$ cat src/rtl/gpio_bank_if.sv
// rtl/gpio_bank_if.sv - register bus bundle for gpio_bank (request and registered response)
interface gpio_bank_if #(
  parameter int ADDR_WIDTH = 5
);
  logic                  en;
  logic [ADDR_WIDTH-1:0] Addr;
  logic [1:0]            size;
  logic                  we;
  logic                  re;
  logic [31:0]           wd_data;
  logic [31:0]           rd_data;
  logic                  done;
  logic                  check;

  modport master (
    output en, Addr, size, we, re, wd_data,
    input  rd_data, done, check
  );

  modport slave (
    input  en, Addr, size, we, re, wd_data,
    output rd_data, done, check
  );
endinterface

$ cat src/rtl/gpio_bank.sv
// rtl/gpio_bank.sv - register-mapped GPIO bank with per-pin direction and sticky edge interrupts
// Optional interrupt block is built only when GPIO_IRQ_EN is defined.
module gpio_bank #(
  parameter int PIN_COUNT  = 16,
  parameter int ADDR_WIDTH = 5
) (
  input  logic                 clk,
  input  logic                 rst,
  gpio_bank_if.slave           bus,
  input  logic [PIN_COUNT-1:0] GPIO_in,
  output logic [PIN_COUNT-1:0] GPIO_out,
  output logic [PIN_COUNT-1:0] GPIO_oe,
  output logic                 irq
);

  localparam logic [2:0] OFF_DATA_IN    = 3'd0;
  localparam logic [2:0] OFF_DATA_OUT   = 3'd1;
  localparam logic [2:0] OFF_DIR        = 3'd2;
  localparam logic [2:0] OFF_OUT_SET    = 3'd3;
  localparam logic [2:0] OFF_OUT_CLR    = 3'd4;
  localparam logic [2:0] OFF_IRQ_EN     = 3'd5;
  localparam logic [2:0] OFF_IRQ_EDGE   = 3'd6;
  localparam logic [2:0] OFF_IRQ_STATUS = 3'd7;

  logic [PIN_COUNT-1:0] r_data_out;
  logic [PIN_COUNT-1:0] r_dir;
  logic [PIN_COUNT-1:0] r_sync1;
  logic [PIN_COUNT-1:0] r_sync2;
  logic [31:0]          r_rd_data;
  logic                 r_done;
  logic                 r_check;

  logic [31:0]          w_addr;
  logic [2:0]           w_off;
  logic                 w_acc;
  logic                 w_err;
  logic                 w_wr_ok;
  logic                 w_rd_ok;
  logic [PIN_COUNT-1:0] w_wd;
  logic [31:0]          w_rdata;

`ifdef GPIO_IRQ_EN
  logic [PIN_COUNT-1:0] r_irq_en;
  logic [PIN_COUNT-1:0] r_irq_edge;
  logic [PIN_COUNT-1:0] r_irq_status;
  logic [PIN_COUNT-1:0] r_prev;
  logic                 r_irq;
  logic [PIN_COUNT-1:0] w_edge;
  logic [PIN_COUNT-1:0] w_set;
  logic [PIN_COUNT-1:0] w_clr;
`endif

  always_comb begin
    w_addr  = 32'(bus.Addr);
    w_off   = w_addr[4:2];
    w_acc   = bus.en & (bus.we | bus.re);
    w_wd    = bus.wd_data[PIN_COUNT-1:0];
    // Anything outside the word-aligned 0x00..0x1F window is an error, as are the one-way registers.
    w_err   = (w_addr[1:0] != 2'b00) || (bus.size != 2'b10) || (w_addr[31:5] != '0)
           || (bus.we && (w_off == OFF_DATA_IN))
           || (!bus.we && ((w_off == OFF_OUT_SET) || (w_off == OFF_OUT_CLR)));
`ifndef GPIO_IRQ_EN
    w_err   = w_err || (w_off >= OFF_IRQ_EN);
`endif
    w_wr_ok = w_acc & bus.we & ~w_err;
    w_rd_ok = w_acc & ~bus.we & ~w_err;

    w_rdata = '0;
    case (w_off)
      OFF_DATA_IN:    w_rdata[PIN_COUNT-1:0] = r_sync2;
      OFF_DATA_OUT:   w_rdata[PIN_COUNT-1:0] = r_data_out;
      OFF_DIR:        w_rdata[PIN_COUNT-1:0] = r_dir;
`ifdef GPIO_IRQ_EN
      OFF_IRQ_EN:     w_rdata[PIN_COUNT-1:0] = r_irq_en;
      OFF_IRQ_EDGE:   w_rdata[PIN_COUNT-1:0] = r_irq_edge;
      OFF_IRQ_STATUS: w_rdata[PIN_COUNT-1:0] = r_irq_status;
`endif
      default:        w_rdata = '0;
    endcase

`ifdef GPIO_IRQ_EN
    w_edge = (r_irq_edge & r_sync2 & ~r_prev) | (~r_irq_edge & ~r_sync2 & r_prev);
    w_set  = w_edge & ~r_dir;
    w_clr  = (w_wr_ok && (w_off == OFF_IRQ_STATUS)) ? w_wd : '0;
`endif
  end

  always_ff @(posedge clk) begin
    if (rst) begin
      r_data_out   <= '0;
      r_dir        <= '0;
      r_sync1      <= '0;
      r_sync2      <= '0;
      r_rd_data    <= '0;
      r_done       <= 1'b0;
      r_check      <= 1'b0;
`ifdef GPIO_IRQ_EN
      r_irq_en     <= '0;
      r_irq_edge   <= '0;
      r_irq_status <= '0;
      r_prev       <= '0;
      r_irq        <= 1'b0;
`endif
    end else begin
      r_sync1   <= GPIO_in;
      r_sync2   <= r_sync1;
      r_done    <= w_acc;
      r_check   <= w_acc & w_err;
      r_rd_data <= w_rd_ok ? w_rdata : '0;

      if (w_wr_ok) begin
        case (w_off)
          OFF_DATA_OUT: r_data_out <= w_wd;
          OFF_DIR:      r_dir      <= w_wd;
          OFF_OUT_SET:  r_data_out <= r_data_out | w_wd;
          OFF_OUT_CLR:  r_data_out <= r_data_out & ~w_wd;
`ifdef GPIO_IRQ_EN
          OFF_IRQ_EN:   r_irq_en   <= w_wd;
          OFF_IRQ_EDGE: r_irq_edge <= w_wd;
`endif
          default: ;
        endcase
      end

`ifdef GPIO_IRQ_EN
      r_prev       <= r_sync2;
      // A new edge outranks a same-cycle write-1-to-clear so no event is lost.
      r_irq_status <= (r_irq_status & ~w_clr) | w_set;
      r_irq        <= |(r_irq_status & r_irq_en);
`endif
    end
  end

  assign bus.rd_data = r_rd_data;
  assign bus.done    = r_done;
  assign bus.check   = r_check;
  assign GPIO_out    = r_data_out;
  assign GPIO_oe     = r_dir;
`ifdef GPIO_IRQ_EN
  assign irq         = r_irq;
`else
  assign irq         = 1'b0;
`endif

endmodule
$ cat src/flat_wrapper.sv
// flat-port wrapper written by rule: the top's interface ports become plain ports
module gpio_bank_flat 
#(
  parameter int PIN_COUNT  = 16,
  parameter int ADDR_WIDTH = 5
)
  (clk, rst, GPIO_in, GPIO_out, GPIO_oe, irq, bus_en, bus_Addr, bus_size, bus_we, bus_re, bus_wd_data, bus_rd_data, bus_done, bus_check);
  gpio_bank_if #(.ADDR_WIDTH(ADDR_WIDTH)) bus_i ();
  input  logic clk;
  input  logic rst;
  input  logic [PIN_COUNT-1:0] GPIO_in;
  output logic [PIN_COUNT-1:0] GPIO_out;
  output logic [PIN_COUNT-1:0] GPIO_oe;
  output logic irq;
  input wire logic [$bits(bus_i.en)-1:0] bus_en;
  input wire logic [$bits(bus_i.Addr)-1:0] bus_Addr;
  input wire logic [$bits(bus_i.size)-1:0] bus_size;
  input wire logic [$bits(bus_i.we)-1:0] bus_we;
  input wire logic [$bits(bus_i.re)-1:0] bus_re;
  input wire logic [$bits(bus_i.wd_data)-1:0] bus_wd_data;
  output wire logic [$bits(bus_i.rd_data)-1:0] bus_rd_data;
  output wire logic [$bits(bus_i.done)-1:0] bus_done;
  output wire logic [$bits(bus_i.check)-1:0] bus_check;
  assign bus_i.en = bus_en;
  assign bus_i.Addr = bus_Addr;
  assign bus_i.size = bus_size;
  assign bus_i.we = bus_we;
  assign bus_i.re = bus_re;
  assign bus_i.wd_data = bus_wd_data;
  assign bus_rd_data = bus_i.rd_data;
  assign bus_done = bus_i.done;
  assign bus_check = bus_i.check;
  gpio_bank #(.PIN_COUNT(PIN_COUNT), .ADDR_WIDTH(ADDR_WIDTH)) u_core (.clk(clk), .rst(rst), .bus(bus_i), .GPIO_in(GPIO_in), .GPIO_out(GPIO_out), .GPIO_oe(GPIO_oe), .irq(irq));
endmodule
$ cat config.mk
export PLATFORM = sky130hd
export DESIGN_NAME = gpio_bank_flat
export DESIGN_NICKNAME = d
export VERILOG_FILES = /design/src/rtl/gpio_bank_if.sv /design/src/rtl/gpio_bank.sv /design/src/flat_wrapper.sv
export SDC_FILE = /design/constraint.sdc
export NUM_CORES = 1
export LEC_CHECK = 0
export BUFFER_PORTS_ARGS = -buffer_cell sky130_fd_sc_hd__buf_2
export CAP_MARGIN = 25
export CORE_MARGIN = 1.5
export CORE_UTILIZATION = 47
export CTS_CLUSTER_SIZE = 16
export DETAILED_ROUTE_END_ITERATION = 16
export HOLD_SLACK_MARGIN = 0.05
export PLACE_DENSITY_LB_ADDON = 0.1
export SYNTH_ARGS = -nofsm -noshare
export SYNTH_HDL_FRONTEND = slang
export SYNTH_SLANG_ARGS = --single-unit
$ cat constraint.sdc
create_clock -name clk -period 1.9 [get_ports clk]
set_input_delay 0.095 -clock clk [delete_from_list [all_inputs] [get_ports clk]]
set_output_delay 0.095 -clock clk [all_outputs]
set_load 0.05 [all_outputs]
==> results of run 1 <==
logic make-up after synthesis:
logic type | synth area share
mux | 0.0553
buf+inv | 0.0756
compound gates | 0.145
other cells | 0.00122
simple gates | 0.189
flops | 0.533
sequential cells by signal (all words and copies together), names as in the netlist:
signal	count
u_core.bus.done	1
u_core.bus.check	1
u_core.GPIO_oe	16
u_core.bus.rd_data	16
u_core.GPIO_out	16
u_core.r_sync1	16
u_core.r_sync2	16
critical path: cells and delay by family:
kind / cells / cell delay [ns]
simple gates: 3 / 1.11
buf+inv: 2 / 0.69
layer usage:
| layer | vias up | GRT usage | share of wire |
|---|---|---|---|
| met5 | - | 0 | 0 |
| met2 | 115 | 0.294 | 0.43 |
| met1 | 1118 | 0.267 | 0.48 |
| met3 | 15 | 0.0366 | 0.057 |
| li1 | 1296 | - | - |
| met4 | 0 | 0.109 | 0.028 |
layout by cell type, fill, tap and decap left out, types with 2 or more instances in the layout:
| cell | netlist | final |
|---|---|---|
| buf_4 | 18 | 7 |
| nor2_1 | 34 | 34 |
| buf_2 | 3 | 93 |
| dfxtp_1 | 82 | 82 |
| buf_12 | 0 | 2 |
| bufinv_16 | 0 | 2 |
| nand2_1 | 33 | 33 |
| clkbuf_1 | 10 | 2 |
| a22o_1 | 16 | 16 |
| a21oi_1 | 32 | 32 |
| conb_1 | 1 | 17 |
| nor2b_1 | 35 | 35 |
| clkbuf_8 | 0 | 11 |
| mux2i_1 | 17 | 17 |
| dlygate4sd3_1 | 0 | 33 |
| o22ai_1 | 16 | 16 |
worst paths after layout:
path,startpoint,cells after the start,endpoint
setup / recovery,rst,5,u_core.bus.rd_data[1]$_SDFF_PP0_
hold / removal,bus_Addr[1],3,u_core.bus.check$_SDFF_PP0_
setup reg to reg,u_core.GPIO_out[2]$_SDFFE_PP0P_,4,u_core.bus.rd_data[2]$_SDFF_PP0_
hold reg to reg,u_core.r_sync1[11]$_SDFF_PP0_,1,u_core.r_sync2[11]$_SDFF_PP0_
through the flow:
stage	util	hold slack (ns)	area, sq um	std cells	power (mW)
floorplan	-	0.196	3140	335	2.03
global placement	0.561	0.305	3560	477	2.09
detailed placement	0.561	0.308	3560	477	2.09
CTS	0.648	0.0501	4110	525	3.50
global route	0.648	0.0658	4110	525	3.60
finish	0.648	0.0554	4110	525	3.46
power by group:
part / switching, mW / internal [mW]
Clock: 0.553 / 0.807
Sequential: 0.00834 / 1.75
Combinational: 0.206 / 0.137
Total: 0.767 / 2.70
cell type report:
type | instances | area [sq um] | area share
Multi-Input combinational cell | 215 | 1260 | 0.307
Clock inverter | 2 | 60.1 | 0.0146
Clock buffer | 13 | 159 | 0.0386
Inverter | 1 | 3.75 | 0.000913
Timing Repair Buffer | 135 | 888 | 0.216
Tap cell | 77 | 96.3 | 0.0234
Sequential cell | 82 | 1640 | 0.399
==> impl_metrics.yaml, run 1 <==
route:
  drt-vias-per-instance: 4.85
  drt_first_iter_violations: 143
  route.detailed.drc: 0
  wl_per_cell_microns: 13.0
  wirelength_routed_mm: 6.85
  ant_nets: 0
  vias: 2544
  detailedRoute.firstPassIterationCount: 4
critical_path:
  max_stage_delay_ns: 0.53
  rrSetupSlack_ns: 0.94
  path_cells: "dlygate4sd3_1 > buf_2 > nor3b_1 > nand3_1 > nor2_1"
  required_time_worst_endpoint_ns: 2.16
  start_to_end_type_of_the_worst_setup_path: "in2reg"
  timing.critical_path.arrival_ns: 1.90
  cp_max_delay_cell: "dlygate4sd3_1"
  path_max_fanout: 16
  setup.worst_path.start_class: "primary input"
  end_kind: "flip-flop"
pwr:
  power.leakage_nw: 1.83
  power.density_cell_area_mw_per_mm2: 842
  ir_drop_v: 0.000528
sta:
  highest_achievable_clock_rate_mhz: 610
  final.min_clock_period_ns: 1.64
  slew_viol_final: 0
  postLayoutSetupSlackWorst_ns: 0.262
  timing_worst_slew_pin_value_ns: 0.612
  clock-skew-final_ns: 0.0121
  number_of_setup_violations_in_the_final_report: 0
  timing.setup.tns_ns: 0
  post-route-period-util: 0.862
  final_hold_viol_count: 0
  rsz0062_at_grt: "no"
  worst_slew_margin_rel: 0.592
global_routing:
  grt_max_degree: 64
  grt_antenna_before_repair: 0
  global_route.overflow_total: 0
  grt_first_pass_wirelength_mm: 10.8
  grt_pass1_vias: 2211
  gr-usage-all-layers: 0.196
yosys:
  netlist_top_cells_count: "dfxtp_1 (82), nor2b_1 (35), nor2_1 (34)"
  syn_area_sq_mm: 0.00308
  synth_top_cell_by_area: "dfxtp_1"
  asyncSetResetFlopFracSynth: 0
  synth.lib_cells_used.distinct: 31
  synth_edf_count: 0
  flip_flop_and_latch_count_after_synthesis: 82
  ys_seq_area_frac: 0.533
  post_synth_inst_count: 319
  synth-warning-count: 0
  post-synth-top-area-fraction: 0.533
  synthesis.area_per_instance_sq_um: 9.65
  synth_ff_type: "dfxtp_1"
  synthTopCellsByArea: "dfxtp_1 (53%), nor2b_1 (7.1%), mux2i_1 (5.5%)"
  yosys.cell_count.top_type: "dfxtp_1"
clocking:
  cts.htree.levels: 3
  cts-resized-gates: 0
  clock_tree_from_tritoncts: "built"
  clock_insertion_delay_worst_skew_ns: 0.34
  post_cts_hold_buffer_count: 33
  cts_buffers: 9
  cts-root-buf: "clkbuf_8"
  clk_transition_reported_paths_ns: 0.07
  cts_setup_buffers: 0
  clock_sinks: 82
  worst_case_clock_buffer_depth: 2
place:
  pre_cts_slack_ns: 0.128
  detail_placement_hpwl_mm: 4.60
  gp_congestion: 0.945
  i_o_buffers: 93
die:
  io-pin-count: 127
  initial_utilization: 0.485
  floorplan.die.height_microns: 83.9
  placementRows: 29
  placeableCoreArea_sq_mm: 0.00635
  dieArea_sq_mm: 0.00704
  die_w_microns: 83.9
final_layout:
  fillerInstances: 544
  areaGrowthSynthToFinish_pct: 33.6
  final_layout_size_suffix_gt1_frac: 0.266
  fin_nets: 504
  antenna-diode-count: 0
flow_run:
  drv.max_cap_violation_count: 0
hold_path:
  worstHoldPathType: "in2reg"
outcome:
  status: "finished, final reports clean"
(Power assumes the default switching activity.)
==> inputs of run 2 (changes only) <==
--- a/config.mk
+++ b/config.mk
@@ -9,6 +9,7 @@
 export CAP_MARGIN = 25
 export CORE_MARGIN = 1.5
 export CORE_UTILIZATION = 47
+export CTS_BUF_LIST = sky130_fd_sc_hd__clkbuf_16
 export CTS_CLUSTER_SIZE = 16
 export DETAILED_ROUTE_END_ITERATION = 16
 export HOLD_SLACK_MARGIN = 0.05
==> run 2 against run 1 <==
Compared with the run above: final area grew 1.2%; sequential share of layout area shrank 0.49 points; clock power grew 27%; global-route usage shrank 0.084 points; via count shrank 0.31%; register-to-register slack gained 0.04 ns; clock-buffer cell count shrank 4; combinational power shrank 1%; total power grew 11%; wire length shrank 1.5%; flip-flop and latch count is the same; first-iteration DRC count grew 47%; largest power group unchanged.
==> impl_metrics.yaml, run 2 (synthesis results as in run 1) <==
final_layout:
  multiInputGateArea_sq_mm: 0.00126
  fillerInstances: 540
  final_layout_size_suffix_gt1_frac: 0.263
  post-route-cell-area_sq_mm: 0.00416
  most_common_cell_after_layout_fill_and_taps_aside: "buf_2"
  areaGrowthSynthToFinish_pct: 35.3
  share_of_the_core_filled_with_cells: 0.656
  layout_common_cells: "buf_2 (93), dfxtp_1 (82), nor2b_1 (35)"
  fin_nets: 501
  regArea_sq_mm: 0.00164
  antenna-diode-count: 0
global_routing:
  grt_first_pass_wirelength_mm: 10.9
  grt_pass1_vias: 2244
  grt_antenna_before_repair: 0
  grt_max_degree: 64
  gr-usage-all-layers: 0.196
  global_route.overflow_total: 0
critical_path:
  crit_start: "rst"
  timing.rr.end: "u_core.bus.rd_data[12]$_SDFF_PP0_"
  rr_startpoint: "u_core.GPIO_out[12]$_SDFFE_PP0P_"
  path_max_fanout: 16
  required_time_worst_endpoint_ns: 2.14
  rrSetupSlack_ns: 0.98
  start_to_end_type_of_the_worst_setup_path: "in2reg"
  end_kind: "flip-flop"
  timing.critical_path.arrival_ns: 1.90
  timing.critical_path.to: "u_core.bus.rd_data[1]$_SDFF_PP0_"
  setup.worst_path.start_class: "primary input"
  r2r_cells: 4
die:
  dieArea_sq_mm: 0.00704
  placeableCoreArea_sq_mm: 0.00635
  initial_utilization: 0.485
  floorplan.die.height_microns: 83.9
  io-pin-count: 127
  die_w_microns: 83.9
  placementRows: 29
place:
  i_o_buffers: 93
  placed_area_sq_mm: 0.00356
  gp_congestion: 0.945
  detail_placement_hpwl_mm: 4.60
sta:
  highest_achievable_clock_rate_mhz: 605
  number_of_setup_violations_in_the_final_report: 0
  rsz0062_at_grt: "no"
  clock-skew-final_ns: 0.00697
  final.min_clock_period_ns: 1.65
  timing_worst_slew_pin_value_ns: 0.617
  post-route-period-util: 0.869
  finalHoldWorstSlack_ns: 0.0513
  final_hold_viol_count: 0
  slew_viol_final: 0
  worst_slew_margin_rel: 0.589
  timing.setup.tns_ns: 0
pwr:
  ir_drop_v: 0.000527
  p_sw_frac: 0.214
  power_mw: 3.83
  power.leakage_nw: 1.86
  p_int_mw: 3.01
  comb_power_share: 0.088
  seqPwrFrac: 0.460
  net-switching-power_mw: 0.821
  pwr-share-clk: 0.452
  power.density_cell_area_mw_per_mm2: 921
clocking:
  cts-root-buf: "clkbuf_16"
  cts.htree.levels: 3
  cts_setup_buffers: 0
  clock_tree_from_tritoncts: "built"
  clk_transition_reported_paths_ns: 0.06
  cts_buffers: 9
  post_cts_hold_buffer_count: 30
  clock_insertion_delay_worst_skew_ns: 0.32
  clock_sinks: 82
  worst_case_clock_buffer_depth: 2
  cts-resized-gates: 0
route:
  wirelength_routed_mm: 6.74
  vias: 2536
  drt_first_iter_violations: 210
  route.detailed.drc: 0
  wl_per_cell_microns: 12.9
  drt-vias-per-instance: 4.86
  ant_nets: 0
  detailedRoute.firstPassIterationCount: 4
flow_run:
  drv.max_cap_violation_count: 0
outcome:
  status: "finished, final reports clean"
hold_path:
  worstHoldPathType: "in2reg"
[run 2: metrics by stage]
stage	setup slack, ns	std cells
after detailed placement	0.128	477
after global placement	0.140	477
after global routing	0.0160	522
after CTS	0.268	522
after floorplan	0.176	335
final	0.248	522
[run 2: how the worst min path moves through the flow]
stage,start,to,cells past startpoint
after floorplan,rst,u_core.bus.done$_SDFF_PP0_,1
after global placement,GPIO_in[11],u_core.r_sync1[11]$_SDFF_PP0_,2
after detailed placement,GPIO_in[2],u_core.r_sync1[2]$_SDFF_PP0_,2
after CTS,bus_wd_data[12],u_core.GPIO_oe[12]$_SDFFE_PP0P_,3
after global routing,bus_wd_data[12],u_core.GPIO_oe[12]$_SDFFE_PP0P_,3
final,bus_wd_data[12],u_core.GPIO_oe[12]$_SDFFE_PP0P_,3
[run 2: worst max-delay path, stage by stage]
cell and delay, ns:
dlygate4sd3_1 0.53, buf_2 0.16, nor3b_1 0.36, nand3_1 0.50, nor2_1 0.24
[run 2: power by group through the flow]
stage | clock [mW] | combinational (mW) | sequential, mW
floorplan | 0 | 0.216 | 1.81
CTS | 1.76 | 0.336 | 1.76
global placement | 0 | 0.286 | 1.80
global route | 1.85 | 0.361 | 1.77
finish | 1.73 | 0.338 | 1.76
detailed placement | 0 | 0.288 | 1.80
[run 2: routing by layer]
layer / part of all wire / routed length, microns / global-route usage / vias up
met2: 0.44 / 2970 / 0.294 / 110
li1: - / - / - / 1299
met5: 0 / 0 / 0 / -
met1: 0.48 / 3210 / 0.267 / 1116
met4: 0.019 / 131 / 0.0924 / 0
met3: 0.065 / 438 / 0.0425 / 11
[run 2: cell type report]
class,count,area share
clock buffers,9,0.0541
clock inverters,6,0.0180
inverters,1,0.000901
multi-input cells,215,0.303
flip-flops and latches,82,0.394
well taps,77,0.0231
repair buffers,132,0.206
==> inputs of run 3 (changes only) <==
--- a/config.mk
+++ b/config.mk
@@ -7,6 +7,7 @@
 export LEC_CHECK = 0
 export BUFFER_PORTS_ARGS = -buffer_cell sky130_fd_sc_hd__buf_2
 export CAP_MARGIN = 25
+export CORE_ASPECT_RATIO = 0.7
 export CORE_MARGIN = 1.5
 export CORE_UTILIZATION = 47
 export CTS_BUF_LIST = sky130_fd_sc_hd__clkbuf_16
==> run 3 against run 2 <==
Compared with the run above: via count increased by 0.28%; clock power is 2% higher; flip-flop and latch count did not move; non-clock buffer count rose by 4; combinational power increased by 4%; clock-buffer cell count unchanged; core utilization up 1.5 points; worst setup slack gained 0.087 ns; sequential power about the same; die area rose by 0.11%; global-route usage up 1.9 points; critical endpoint is now u_core.bus.rd_data[7]$_SDFF_PP0_.
==> impl_metrics.yaml, run 3 (synthesis results as in run 1) <==
outcome:
  status: "finished, final reports clean"
clocking:
  cts-root-buf: "clkbuf_16"
  clock_tree_from_tritoncts: "built"
  cts.htree.levels: 3
  cts_buffers: 9
  clk_transition_reported_paths_ns: 0.05
  worst_case_clock_buffer_depth: 2
  clock_sinks: 82
  clock_insertion_delay_worst_skew_ns: 0.33
pwr:
  power.density_cell_area_mw_per_mm2: 923
  power.leakage_nw: 1.87
  power_mw: 3.89
  ir_drop_v: 0.000528
global_routing:
  grt_max_degree: 44
  gr-usage-all-layers: 0.214
  grt_first_pass_wirelength_mm: 11.6
  grt_pass1_vias: 2271
  grt_antenna_before_repair: 0
  global_route.overflow_total: 0
sta:
  final_hold_viol_count: 0
  timing.setup.tns_ns: 0
  rsz0062_at_grt: "no"
  final.min_clock_period_ns: 1.56
  slew_viol_final: 0
  timing_worst_slew_pin_value_ns: 0.539
  worst_slew_margin_rel: 0.641
  postLayoutSetupSlackWorst_ns: 0.335
  clock-skew-final_ns: 0.00525
  number_of_setup_violations_in_the_final_report: 0
  finalHoldWorstSlack_ns: 0.0729
  post-route-period-util: 0.824
  highest_achievable_clock_rate_mhz: 639
die:
  dieArea_sq_mm: 0.00705
  placeableCoreArea_sq_mm: 0.00628
  initial_utilization: 0.490
  placementRows: 24
  die_w_microns: 99.7
  io-pin-count: 127
  floorplan.die.height_microns: 70.7
route:
  vias: 2543
  detailedRoute.firstPassIterationCount: 4
  route.detailed.drc: 0
  dr_wl_met2_mm: 3.17
  m1WireLength_mm: 3.53
  wl_per_cell_microns: 14.0
  wirelength_routed_mm: 7.36
  drt-vias-per-instance: 4.83
  topRoutingLayerUsed: "met4"
  wl_met3_microns: 519
  ant_nets: 0
  drt_first_iter_violations: 111
final_layout:
  areaGrowthSynthToFinish_pct: 36.8
  share_of_the_core_filled_with_cells: 0.671
  final_layout_size_suffix_gt1_frac: 0.269
  post-route-cell-area_sq_mm: 0.00421
  antenna-diode-count: 0
  layout_common_cells: "buf_2 (93), dfxtp_1 (82), nor2b_1 (35)"
  most_common_cell_after_layout_fill_and_taps_aside: "buf_2"
  fin_cells: 527
  fin_nets: 505
critical_path:
  max_stage_delay_ns: 0.54
  worstPathBufferInverterCount: 2
  cp_max_delay_cell: "dlygate4sd3_1"
  end_kind: "flip-flop"
  path_cells: "dlygate4sd3_1 > buf_2 > nor3b_1 > nand3_1 > nor2_1"
  path_max_fanout: 16
  required_time_worst_endpoint_ns: 2.15
  start_to_end_type_of_the_worst_setup_path: "in2reg"
  setup.worst_path.start_class: "primary input"
  timing.critical_path.arrival_ns: 1.82
  path_delay_family: "simple AND/OR/NAND/NOR gates"
place:
  place.detailed.instances: 479
  pre_cts_slack_ns: 0.0964
  detail_placement_hpwl_mm: 4.98
  gp_congestion: 0.865
  i_o_buffers: 93
  placed_area_sq_mm: 0.00357
hold_path:
  worstHoldPathType: "in2reg"
flow_run:
  drv.max_cap_violation_count: 0
## run 3: final timing paths
kind | slack (ns) | startpoint | to | depth (start not counted)
worst min register to register | 0.43 | u_core.r_sync1[2]$_SDFF_PP0_ | u_core.r_sync2[2]$_SDFF_PP0_ | 1
worst max-delay path | 0.34 | rst | u_core.bus.rd_data[7]$_SDFF_PP0_ | 5
worst min-delay path | 0.07 | bus_Addr[1] | u_core.bus.check$_SDFF_PP0_ | 3
worst max register to register | 0.90 | u_core.GPIO_out[10]$_SDFFE_PP0P_ | u_core.bus.rd_data[10]$_SDFF_PP0_ | 4
## run 3: final cells by class
type | instances | area [sq um]
sequential | 82 | 1640
clock inverter | 6 | 83.8
clock buffer | 9 | 225
multi-input combinational | 215 | 1260
timing repair buffer | 136 | 896
inverter | 1 | 3.75
fill | 518 | 2060
tap | 78 | 97.6
## run 3: layer usage
metal  vias to the layer above  global-route usage
li1                       1298                   -
met1                      1129               0.307
met2                       104               0.309
met3                        12              0.0583
met4                         0              0.0829
met5                         -                   0
## run 3: timing repair
item	4_1_cts	5_1_grt
endpoints found under the hold margin	45	0
hold buffers	33	0
gates resized for setup	0	0
buffers inserted	0	0
## run 3: where the power goes
group	switching, mW	internal [mW]	leakage [nW]	total, mW
clock network	0.639	1.13	0.149	1.77
registers	0.00935	1.75	0.668	1.76
logic	0.211	0.139	1.06	0.350
## run 3: worst register-to-register path, cell delays in order, from the launching register on
cell     delay [ns]
dfxtp_1        0.33
mux2i_1        0.30
nor2_1         0.08
a21oi_1        0.12
nor2_1         0.05
